[src/rtl/rng_byte_server_if.sv]
`default_nettype none
// ============================================================================
// Module   : rng_byte_server_if
// Brief    : Request, rng accumulator and byte-stream signals of rng_byte_server.
// Revision : 1.0 - initial release
// ============================================================================
interface rng_byte_server_if #(
    parameter int BYTES = 8,
    parameter int LEN_W = 8
);
    logic                 req_valid;
    logic                 req_ready;
    logic [LEN_W-1:0]     req_len;
    logic                 flush;
    logic                 rng_start;
    logic [8*BYTES-1:0]   rng_result;
    logic                 rng_valid;
    logic [7:0]           out_data;
    logic                 out_valid;
    logic                 out_last;
    logic                 out_ready;
    logic                 busy;

    // Server side
    modport slave (
        input  req_valid, req_len, flush, rng_result, rng_valid, out_ready,
        output req_ready, rng_start, out_data, out_valid, out_last, busy
    );

    // Requester / rng / sink side
    modport master (
        output req_valid, req_len, flush, rng_result, rng_valid, out_ready,
        input  req_ready, rng_start, out_data, out_valid, out_last, busy
    );
endinterface
`default_nettype wire

[src/rtl/rng_byte_server.sv]
`default_nettype none
// ============================================================================
// Module   : rng_byte_server
// Brief    : Fetches BYTES-wide rng words on demand and streams them LSB-first
//            as a valid/ready byte stream with a last flag.
// Revision : 1.0 - initial release
// ============================================================================
module rng_byte_server #(
    parameter int BYTES   = 8,
    parameter int MAX_REQ = 64,
    parameter int LEN_W   = 8
) (
    input  logic                  clk,
    input  logic                  rst_n,
    rng_byte_server_if.slave      bus
);

    localparam int c_rem_w = $clog2(MAX_REQ + 1);
    localparam int c_idx_w = $clog2(BYTES) + 1;
    localparam int c_cmp_w = (LEN_W > c_rem_w) ? LEN_W : c_rem_w;
    localparam logic [c_cmp_w-1:0] c_max_req = c_cmp_w'(MAX_REQ);
    localparam logic [c_idx_w-1:0] c_idx_end = c_idx_w'(BYTES);
    localparam logic [c_rem_w-1:0] c_rem_one = c_rem_w'(1);

    typedef enum logic [1:0] {
        ST_IDLE  = 2'd0,
        ST_FETCH = 2'd1,
        ST_WAIT  = 2'd2,
        ST_SEND  = 2'd3
    } state_t;

    state_t                   r_state, w_state_nxt;
    logic [BYTES-1:0][7:0]    r_buf, w_buf_nxt;
    logic [c_rem_w-1:0]       r_rem, w_rem_nxt;
    logic [c_idx_w-1:0]       r_idx, w_idx_nxt;
    logic                     r_rng_valid_q;
    logic                     r_rng_start, w_rng_start_nxt;
    logic                     r_out_valid, w_out_valid_nxt;
    logic                     r_out_last, w_out_last_nxt;
    logic [7:0]               r_out_data, w_out_data_nxt;
    logic                     r_busy;
    logic                     r_req_ready;

    logic [c_cmp_w-1:0]       w_len_ext;
    logic [c_rem_w-1:0]       w_len_clamped;
    logic [c_idx_w-1:0]       w_idx_inc;
    logic [c_rem_w-1:0]       w_rem_dec;
    logic [7:0]               w_next_byte;
    logic                     w_rise;

    assign w_len_ext     = c_cmp_w'(bus.req_len);
    assign w_len_clamped = (w_len_ext > c_max_req) ? c_rem_w'(MAX_REQ) : c_rem_w'(w_len_ext);
    assign w_idx_inc     = r_idx + c_idx_w'(1);
    assign w_rem_dec     = r_rem - c_rem_one;
    // Only a fresh rise means a new word; a level left over from the previous fetch is stale.
    assign w_rise        = bus.rng_valid && !r_rng_valid_q;

    always_comb begin
        w_next_byte = 8'h00;
        for (int k = 0; k < BYTES; k++) begin
            if (w_idx_inc == c_idx_w'(k)) begin
                w_next_byte = r_buf[k];
            end
        end
    end

    always_comb begin
        w_state_nxt     = r_state;
        w_buf_nxt       = r_buf;
        w_rem_nxt       = r_rem;
        w_idx_nxt       = r_idx;
        w_rng_start_nxt = 1'b0;
        w_out_valid_nxt = r_out_valid;
        w_out_last_nxt  = r_out_last;
        w_out_data_nxt  = r_out_data;

        if (bus.flush) begin
            w_state_nxt     = ST_IDLE;
            w_buf_nxt       = '0;
            w_rem_nxt       = '0;
            w_idx_nxt       = '0;
            w_out_valid_nxt = 1'b0;
            w_out_last_nxt  = 1'b0;
            w_out_data_nxt  = 8'h00;
        end else begin
            case (r_state)
                ST_IDLE: begin
                    if (bus.req_valid && r_req_ready) begin
                        w_rem_nxt = w_len_clamped;
                        if (w_len_clamped != '0) begin
                            w_state_nxt     = ST_FETCH;
                            w_rng_start_nxt = 1'b1;
                        end
                    end
                end
                ST_FETCH: begin
                    w_state_nxt = ST_WAIT;
                end
                ST_WAIT: begin
                    if (w_rise) begin
                        w_buf_nxt       = bus.rng_result;
                        w_idx_nxt       = '0;
                        w_state_nxt     = ST_SEND;
                        w_out_valid_nxt = 1'b1;
                        w_out_data_nxt  = bus.rng_result[7:0];
                        w_out_last_nxt  = (r_rem == c_rem_one);
                    end
                end
                ST_SEND: begin
                    if (bus.out_ready) begin
                        w_rem_nxt = w_rem_dec;
                        w_idx_nxt = w_idx_inc;
                        if (w_rem_dec == '0) begin
                            w_state_nxt     = ST_IDLE;
                            w_buf_nxt       = '0;
                            w_out_valid_nxt = 1'b0;
                            w_out_last_nxt  = 1'b0;
                            w_out_data_nxt  = 8'h00;
                        end else if (w_idx_inc == c_idx_end) begin
                            w_state_nxt     = ST_FETCH;
                            w_rng_start_nxt = 1'b1;
                            w_out_valid_nxt = 1'b0;
                            w_out_last_nxt  = 1'b0;
                        end else begin
                            w_out_data_nxt  = w_next_byte;
                            w_out_last_nxt  = (w_rem_dec == c_rem_one);
                        end
                    end
                end
                default: begin
                    w_state_nxt = ST_IDLE;
                end
            endcase
        end
    end

    always_ff @(posedge clk or negedge rst_n) begin
        if (!rst_n) begin
            r_state       <= ST_IDLE;
            r_buf         <= '0;
            r_rem         <= '0;
            r_idx         <= '0;
            r_rng_valid_q <= 1'b0;
            r_rng_start   <= 1'b0;
            r_out_valid   <= 1'b0;
            r_out_last    <= 1'b0;
            r_out_data    <= 8'h00;
            r_busy        <= 1'b0;
            r_req_ready   <= 1'b1;
        end else begin
            r_state       <= w_state_nxt;
            r_buf         <= w_buf_nxt;
            r_rem         <= w_rem_nxt;
            r_idx         <= w_idx_nxt;
            r_rng_valid_q <= bus.rng_valid;
            r_rng_start   <= w_rng_start_nxt;
            r_out_valid   <= w_out_valid_nxt;
            r_out_last    <= w_out_last_nxt;
            r_out_data    <= w_out_data_nxt;
            r_busy        <= (w_state_nxt != ST_IDLE);
            r_req_ready   <= (w_state_nxt == ST_IDLE);
        end
    end

    assign bus.req_ready = r_req_ready;
    assign bus.rng_start = r_rng_start;
    assign bus.out_data  = r_out_data;
    assign bus.out_valid = r_out_valid;
    assign bus.out_last  = r_out_last;
    assign bus.busy      = r_busy;

endmodule
`default_nettype wire

[src/flat_wrapper.sv]
// flat-port wrapper written by rule: the top's interface ports become plain ports
module rng_byte_server_flat 
#(
    parameter int BYTES   = 8,
    parameter int MAX_REQ = 64,
    parameter int LEN_W   = 8
)
  (clk, rst_n, bus_req_valid, bus_req_len, bus_flush, bus_rng_result, bus_rng_valid, bus_out_ready, bus_req_ready, bus_rng_start, bus_out_data, bus_out_valid, bus_out_last, bus_busy);
  rng_byte_server_if #(.BYTES(BYTES), .LEN_W(LEN_W)) bus_i ();
  input  logic clk;
  input  logic rst_n;
  input wire logic [$bits(bus_i.req_valid)-1:0] bus_req_valid;
  input wire logic [$bits(bus_i.req_len)-1:0] bus_req_len;
  input wire logic [$bits(bus_i.flush)-1:0] bus_flush;
  input wire logic [$bits(bus_i.rng_result)-1:0] bus_rng_result;
  input wire logic [$bits(bus_i.rng_valid)-1:0] bus_rng_valid;
  input wire logic [$bits(bus_i.out_ready)-1:0] bus_out_ready;
  output wire logic [$bits(bus_i.req_ready)-1:0] bus_req_ready;
  output wire logic [$bits(bus_i.rng_start)-1:0] bus_rng_start;
  output wire logic [$bits(bus_i.out_data)-1:0] bus_out_data;
  output wire logic [$bits(bus_i.out_valid)-1:0] bus_out_valid;
  output wire logic [$bits(bus_i.out_last)-1:0] bus_out_last;
  output wire logic [$bits(bus_i.busy)-1:0] bus_busy;
  assign bus_i.req_valid = bus_req_valid;
  assign bus_i.req_len = bus_req_len;
  assign bus_i.flush = bus_flush;
  assign bus_i.rng_result = bus_rng_result;
  assign bus_i.rng_valid = bus_rng_valid;
  assign bus_i.out_ready = bus_out_ready;
  assign bus_req_ready = bus_i.req_ready;
  assign bus_rng_start = bus_i.rng_start;
  assign bus_out_data = bus_i.out_data;
  assign bus_out_valid = bus_i.out_valid;
  assign bus_out_last = bus_i.out_last;
  assign bus_busy = bus_i.busy;
  rng_byte_server #(.BYTES(BYTES), .MAX_REQ(MAX_REQ), .LEN_W(LEN_W)) u_core (.clk(clk), .rst_n(rst_n), .bus(bus_i));
endmodule
[config.mk]
export PLATFORM = sky130hd
export DESIGN_NAME = rng_byte_server_flat
export DESIGN_NICKNAME = d
export VERILOG_FILES = /design/src/rtl/rng_byte_server_if.sv /design/src/rtl/rng_byte_server.sv /design/src/flat_wrapper.sv
export SDC_FILE = /design/constraint.sdc
export NUM_CORES = 1
export LEC_CHECK = 0
export BUFFER_PORTS_ARGS = -buffer_cell sky130_fd_sc_hd__buf_2
export CAP_MARGIN = 40
export CORE_MARGIN = 2
export CORE_UTILIZATION = 61
export DETAILED_ROUTE_END_ITERATION = 7
export PLACE_DENSITY = 0.86
export SYNTH_ARGS = -nofsm -noshare
export SYNTH_HDL_FRONTEND = slang
export SYNTH_SLANG_ARGS = --single-unit
export TNS_END_PERCENT = 50
[constraint.sdc]
create_clock -name clk -period 6.1 [get_ports clk]
set_input_delay 0.305 -clock clk [delete_from_list [all_inputs] [get_ports clk]]
set_output_delay 0.305 -clock clk [all_outputs]
set_load 0.005 [all_outputs]
# ---- After elaboration in Yosys (flattened, before gate mapping)
# Cells that the tools add are included.
dict set report classes {
  addsub 2
  n_lt_le_gt_ge 1
  n_eq_ne 19
  n_mux 55
  n_reduce_logical 16
}
# operator count
set op_table {}
lappend op_table {{two-way mux 64 bit} 4}
lappend op_table {{case mux 64 bit (2 select lines)} 1}
lappend op_table {{two-way mux 8 bit} 13}
lappend op_table {{two-way mux 7 bit} 4}
lappend op_table {{equality test 4 x 3 -> 1 bit (second input constant)} 4}
lappend op_table {{two-way mux 1 bit} 16}
lappend op_table {{case mux 8 bit (2 select lines)} 1}
lappend op_table {{equality test 7 x 1 -> 1 bit (second input constant)} 2}
lappend op_table {{two-way mux 2 bit} 7}
lappend op_table {{case mux 7 bit (2 select lines)} 1}
lappend op_table {{two-way mux 4 bit} 3}
lappend op_table {{AND reduction 4 bit} 3}
lappend op_table {{!= test 3 x 2 -> 1 bit (second input constant)} 3}
lappend op_table {{equality test 4 x 2 -> 1 bit (second input constant)} 2}
lappend op_table {{> comparator 8 x 7 -> 1 bit (second input constant)} 1}
lappend op_table {{case mux 2 bit (4 select lines)} 1}
lappend op_table {{case mux 4 bit (2 select lines)} 1}
lappend op_table {{logical NOT 7 bit} 1}
lappend op_table {{nonzero test 7 bit} 1}
lappend op_table {{subtractor 7 x 1 -> 7 bit (second input constant)} 1}
lappend op_table {{case mux 1 bit (2 select lines)} 3}
lappend op_table {{AND reduction 3 bit} 2}
lappend op_table {{nonzero test 3 bit} 2}
lappend op_table {{adder 4 x 1 -> 4 bit (second input constant)} 1}
lappend op_table {{12 further kinds} 15}
dict set report totals {
  regBits 91
  output_inout_bits 13
}

# ---- Longest topological paths before layout
dict set report depth {
  ltp_word 15
  ltp_mapped 10
}

# ---- Worst setup path after synthesis
# Ideal clock, no wire load.
dict set report synth_path {
  path_type {register -> register}
  startpoint {register u_core.r_rem[0]}
  endpoint {register u_core.r_out_data[7] (netlist: u_core.bus.out_data[7])}
  setup_time_ns 0.126
  t_arrival_ns 2.325
  required_time_ns 5.974
  setup_slack_ns 3.649
  path_stages_with_launch 7
  path_buffers 0
  period_less_slack_ns 2.451
  path_cell_list {dfrtp_1 > inv_1 > ha_1 > o41ai_1 > o311ai_2 > a31o_2 > a221o_1}
}
dict set report synth_between {
  elab_chain_cells 6
  elab_cells_between_ends 8
  classes_between {add/sub: 1; eq/ne: 1; mux: 4; reduce/logical: 2}
}
# element line
set synth_lines {}
lappend synth_lines {{start, declared} rng_byte_server.sv:34} ;# logic [c_rem_w-1:0] r_rem, w_rem_nxt;
lappend synth_lines {{start signal, assigned} rng_byte_server.sv:153} ;# r_rem <= w_rem_nxt;
lappend synth_lines {{subtractor 7 x 1 -> 7 bit (*)} rng_byte_server.sv:54} ;# assign w_rem_dec = r_rem - c_rem_one;
lappend synth_lines {{logical NOT 7 bit (*)} rng_byte_server.sv:113} ;# if (w_rem_dec == '0) begin
lappend synth_lines {{two-way mux 8 bit} rng_byte_server.sv:113}
lappend synth_lines {{two-way mux 8 bit} rng_byte_server.sv:110} ;# if (bus.out_ready) begin
lappend synth_lines {{case mux 8 bit (2 select lines)} rng_byte_server.sv:86} ;# case (r_state)
lappend synth_lines {{two-way mux 8 bit} rng_byte_server.sv:77} ;# if (bus.flush) begin
lappend synth_lines {{end signal, assigned} rng_byte_server.sv:159} ;# r_out_data <= w_out_data_nxt;
lappend synth_lines {{end, declared} rng_byte_server.sv:40} ;# logic [7:0] r_out_data, w_out_data_nxt;
# Every way passes the cells marked *; elsewhere a longest branch is shown, timed or not. The select of a mux whose other input is x is not followed.
# A chain may end at the register's enable or synchronous reset.

# ---- Worst setup path after layout
dict set report layout_path {
  startpoint {register u_core.r_rem[0]}
  endpoint {register u_core.r_buf[11] in the netlist's numbering}
}
dict set report layout_between {
  elab_chain_cells 4
}
# element line
set layout_lines {}
lappend layout_lines {{subtractor 7 x 1 -> 7 bit} rng_byte_server.sv:54}
lappend layout_lines {{logical NOT 7 bit} rng_byte_server.sv:113}
lappend layout_lines {{!= test 3 x 2 -> 1 bit (no source line)} -}
lappend layout_lines {{AND reduction 4 bit (no source line)} -}
lappend layout_lines {{end signal, assigned} rng_byte_server.sv:152} ;# r_buf <= w_buf_nxt;
lappend layout_lines {{end, declared} rng_byte_server.sv:33} ;# logic [BYTES-1:0][7:0] r_buf, w_buf_nxt;
# No other way between the ends.

==> flow_summary.toml <==
[min_path]
min_delay_path_depth = 1
worst_hold_startpoint = "bus_rng_valid"
hp-class = "primary input to flip-flop"
min_delay_worst_endpoint = "u_core.r_rng_valid_q"

[synth]
post_synth.cell_area_avg_um2 = 8.66
ys_seq_elements = 91
synth.top_cell.area_share_pct = 44.7
synth-async-reset-ratio_pct = 100
synth_area_leader_cell = "sky130_fd_sc_hd__dfrtp_1"
synth.distinct_cells = 59
synthesis.area_mm2 = 0.00503
ys_dominant_reg_cell = "sky130_fd_sc_hd__dfrtp_1"
number_of_synthesized_flops_with_an_enable_pin = 0
synth.area.top_cells = "sky130_fd_sc_hd__dfrtp_1 45%, sky130_fd_sc_hd__nand3_1 7.9%, sky130_fd_sc_hd__o21ai_0 6.9%, sky130_fd_sc_hd__inv_1 5.6%, sky130_fd_sc_hd__ha_1 3.0%"
postSynthCellCount = 581
yosys_warnings = 0
postSynthNetCount = 671
ys_seq_area_share_pct = 45.3

[finish]
final_cell_mix = "90 x sky130_fd_sc_hd__dfrtp_1, 89 x sky130_fd_sc_hd__buf_2, 79 x sky130_fd_sc_hd__nand3_1"
antenna-diode-count = 0
layout.cells.non_filler = 762
layout.cells.most_common = "sky130_fd_sc_hd__dfrtp_1"
final_nets = 743
post_route_cells_drive_above_1_share_pct = 19.5
layout-area-overhead-vs-synth_pct = 15.6

[setup_path]
worst_r2r_endpoint = "u_core.r_buf[11]"
timing.setup.critical_path_class = "flip-flop to flip-flop"
cp-end-kind = "flip-flop"
rr_worst_depth = 9
critPathRequiredTime_ns = 6.38
slowest_stage = "sky130_fd_sc_hd__o41ai_1"
cp-start-kind = "flip-flop"
critical_path.startpoint = "u_core.r_rem[0]"
timing.critical_path.fanout_max = 82
critical_path.cell_chain = "inv_1 > ha_1 > o41ai_1 > o311ai_2 > a21oi_4 > buf_4 > buf_16 > nand3_1 > o21ai_0"
worstReg2RegStart = "u_core.r_rem[0]"
critPathMaxStageDelay_ns = 0.63
setup.reg_to_reg.worst_slack_ns = 2.96
arrival_time_worst_endpoint_ns = 3.43

[power_and_ir_drop]
finalPower_mw = 2.07
share_clk_of_total_power_pct = 25.9
peakVddDrop_mv = 0.171
static-leakage-power_nw = 2.64
combPwrFrac_pct = 31.7
power_frac_seq_pct = 42.4
p_switching_mw = 0.730
pd_cells_mw_per_mm2 = 355
power_switching_share_pct = 35.3
p_int_mw = 1.34

[detailed_routing]
drtIter0Drc = 404
route.detailed.wl_per_inst_um = 17.1
detail_route.drc_violations = 0
num_vias = 4653
ant_nets = 0
drt_wl_total_um = 13000
router_iterations_before_antenna_repair = 5
avgViaCountPerCell = 6.11

[floorplan]
pin_count = 91
die_height_um = 94.8
rows = 33
chipWidth_um = 94.8
core_area_mm2 = 0.00809
floorplan.initialDensity_pct = 62.2
dieArea_mm2 = 0.00899

[job]
maxCapViolations = 0

[sta]
timing.slew.headroom_pct = 41.1
time_the_final_worst_path_needs_with_i_o_delays_and_setup_ns = 3.14
setup-tns-final_ns = 0
setup_viol = 0
number_of_max_slew_violations_in_the_final_report = 0
least_margin_pin_slew_ns = 0.884
final.setup_skew_ns = 0.0100
hold_violation_count_in_the_final_report = 0
layout_setup_ws_ns = 2.96
clock.fmax_mhz = 318
min_period_over_period_pct = 51.5
worst_hold_slack_ns = 0.0629
rsz0062_at_grt = "no"

[clocking]
ctsResizeCount = 0
tritoncts.num_buffers = 9
clkSinkCount = 91
clkLatencyLatePin_ns = 0.37
clkSlewWorstSetupHoldPaths_ns = 0.09
cts.root.buffer_cell = "sky130_fd_sc_hd__clkbuf_8"
tritoncts_clock_tree = "done"
clk_path_buf_depth = 2
cts.htree.levels = 3

[status]
outcome = "finished, final reports clean"

[global_routing]
antenna_found_initial = 0
grt.total_usage_pct = 30.8
gr-usage-met2_pct = 47.5
grt_busiest_layer = "met2"
via_count_of_the_first_global_routing_pass = 4389
use_met1_pct = 43.7
grtUsageMet3_pct = 4.47
grt_max_degree = 83
grt_pass1_wl_um = 21500
grt.overflow.total = 0

[place]
replace_congestion = 0.899
numPortBuffers = 90
place_worst_setup_slack_ns = 2.97
place.detailed.instances = 746
dp.final_hpwl_um = 8920
==> logic make-up after synthesis <==
logic type,count (synthesis),synth area share (%)
DFF,91,45.3
xor gates and xnor gates,1,0.174
AOI/OAI and AO/OA,203,26.4
adders and majority gates,12,2.98
buffers and inverters,114,9.30
and+or+nand+nor,160,15.9
==> registers in the layout, summed over array words and instances (netlist names) <==
register              count
u_core.bus.busy           1
u_core.bus.req_ready      1
u_core.bus.out_data       8
u_core.r_rem              7
u_core.r_buf             64
u_core.bus.out_last       1
u_core.r_idx              4
u_core.r_state            2
u_core.r_rng_valid_q      1
u_core.bus.rng_start      1
u_core.bus.out_valid      1
==> synthesized netlist by cell type, types with 4 or more instances <==
cell type                  number
sky130_fd_sc_hd__o21ai_1       19
sky130_fd_sc_hd__a22oi_1       13
sky130_fd_sc_hd__o31ai_1        6
sky130_fd_sc_hd__ha_1          12
sky130_fd_sc_hd__a211oi_1       4
sky130_fd_sc_hd__buf_6          4
sky130_fd_sc_hd__o31ai_2        4
sky130_fd_sc_hd__a31oi_1        5
sky130_fd_sc_hd__a221o_1        8
sky130_fd_sc_hd__a32oi_1        6
sky130_fd_sc_hd__nor3_1         8
sky130_fd_sc_hd__buf_2          4
sky130_fd_sc_hd__nor2b_1        6
sky130_fd_sc_hd__o21ai_0       69
sky130_fd_sc_hd__dfrtp_1       90
sky130_fd_sc_hd__nand2_1       25
sky130_fd_sc_hd__nand3_1       79
sky130_fd_sc_hd__nor2_1        22
sky130_fd_sc_hd__a21oi_1       29
sky130_fd_sc_hd__nand2b_1       7
sky130_fd_sc_hd__clkbuf_1      29
sky130_fd_sc_hd__o22ai_1        4
sky130_fd_sc_hd__inv_1         75
sky130_fd_sc_hd__o211a_1        5
==> final cells by class <==
type / count / area (um^2)
repair buffers: 100 / 574
clock inverters: 6 / 136
inverters: 75 / 282
flip-flops and latches: 91 / 2280
clock buffers: 9 / 124
fillers: 633 / 2270
well taps: 105 / 131
multi-input cells: 376 / 2290
==> through the flow <==
stage | utilization, % | area [um^2]
2_1_floorplan | - | 5030
3_3_place_gp | 67.8 | 5480
3_5_place_dp | 68.6 | 5550
4_1_cts | 71.9 | 5820
5_1_grt | 71.9 | 5820
6_report | 71.9 | 5820
==> worst max-delay path: cells and delay by family, from the launching register on <==
kind / cells / cell delay (ns)
AOI/OAI and AO/OA: 4 / 1.19
adders and majority gates: 1 / 0.33
buffers and inverters: 3 / 0.83
and+or+nand+nor: 1 / 0.14
DFF: 1 / 0.52
==> worst max-delay path by stage <==
stage / endpoint / slack (ns) / depth (start not counted)
floorplan: u_core.bus.out_data[7] / 3.65 / 6
global placement: u_core.r_buf[4] / 2.99 / 9
detailed placement: u_core.r_buf[19] / 2.97 / 9
CTS: u_core.r_buf[11] / 2.96 / 9
global route: u_core.r_buf[33] / 2.60 / 9
finish: u_core.r_buf[11] / 2.96 / 9
==> power groups by stage <==
stage	Combinational, mW	Sequential (mW)	Clock [mW]
2_1_floorplan	0.479	0.852	0
3_3_place_gp	0.612	0.877	0
3_5_place_dp	0.649	0.882	0
4_1_cts	0.656	0.873	0.538
5_1_grt	0.742	0.893	0.563
6_report	0.656	0.876	0.535
==> metal layers <==
layer  vias up  part of all wire (%)
li1       2195                     -
met1      2233                    44
met2       197                    47
met3        28                   6.7
met4         0                   2.6
met5         -                     0
==> repair_timing <==
action,4_1_cts,5_1_grt
hold endpoints to repair,20,0
hold buffers,1,0
buffers inserted,0,0
endpoints found under the setup margin,0,0
No activity file was read; power rests on OpenSTA's default activity.
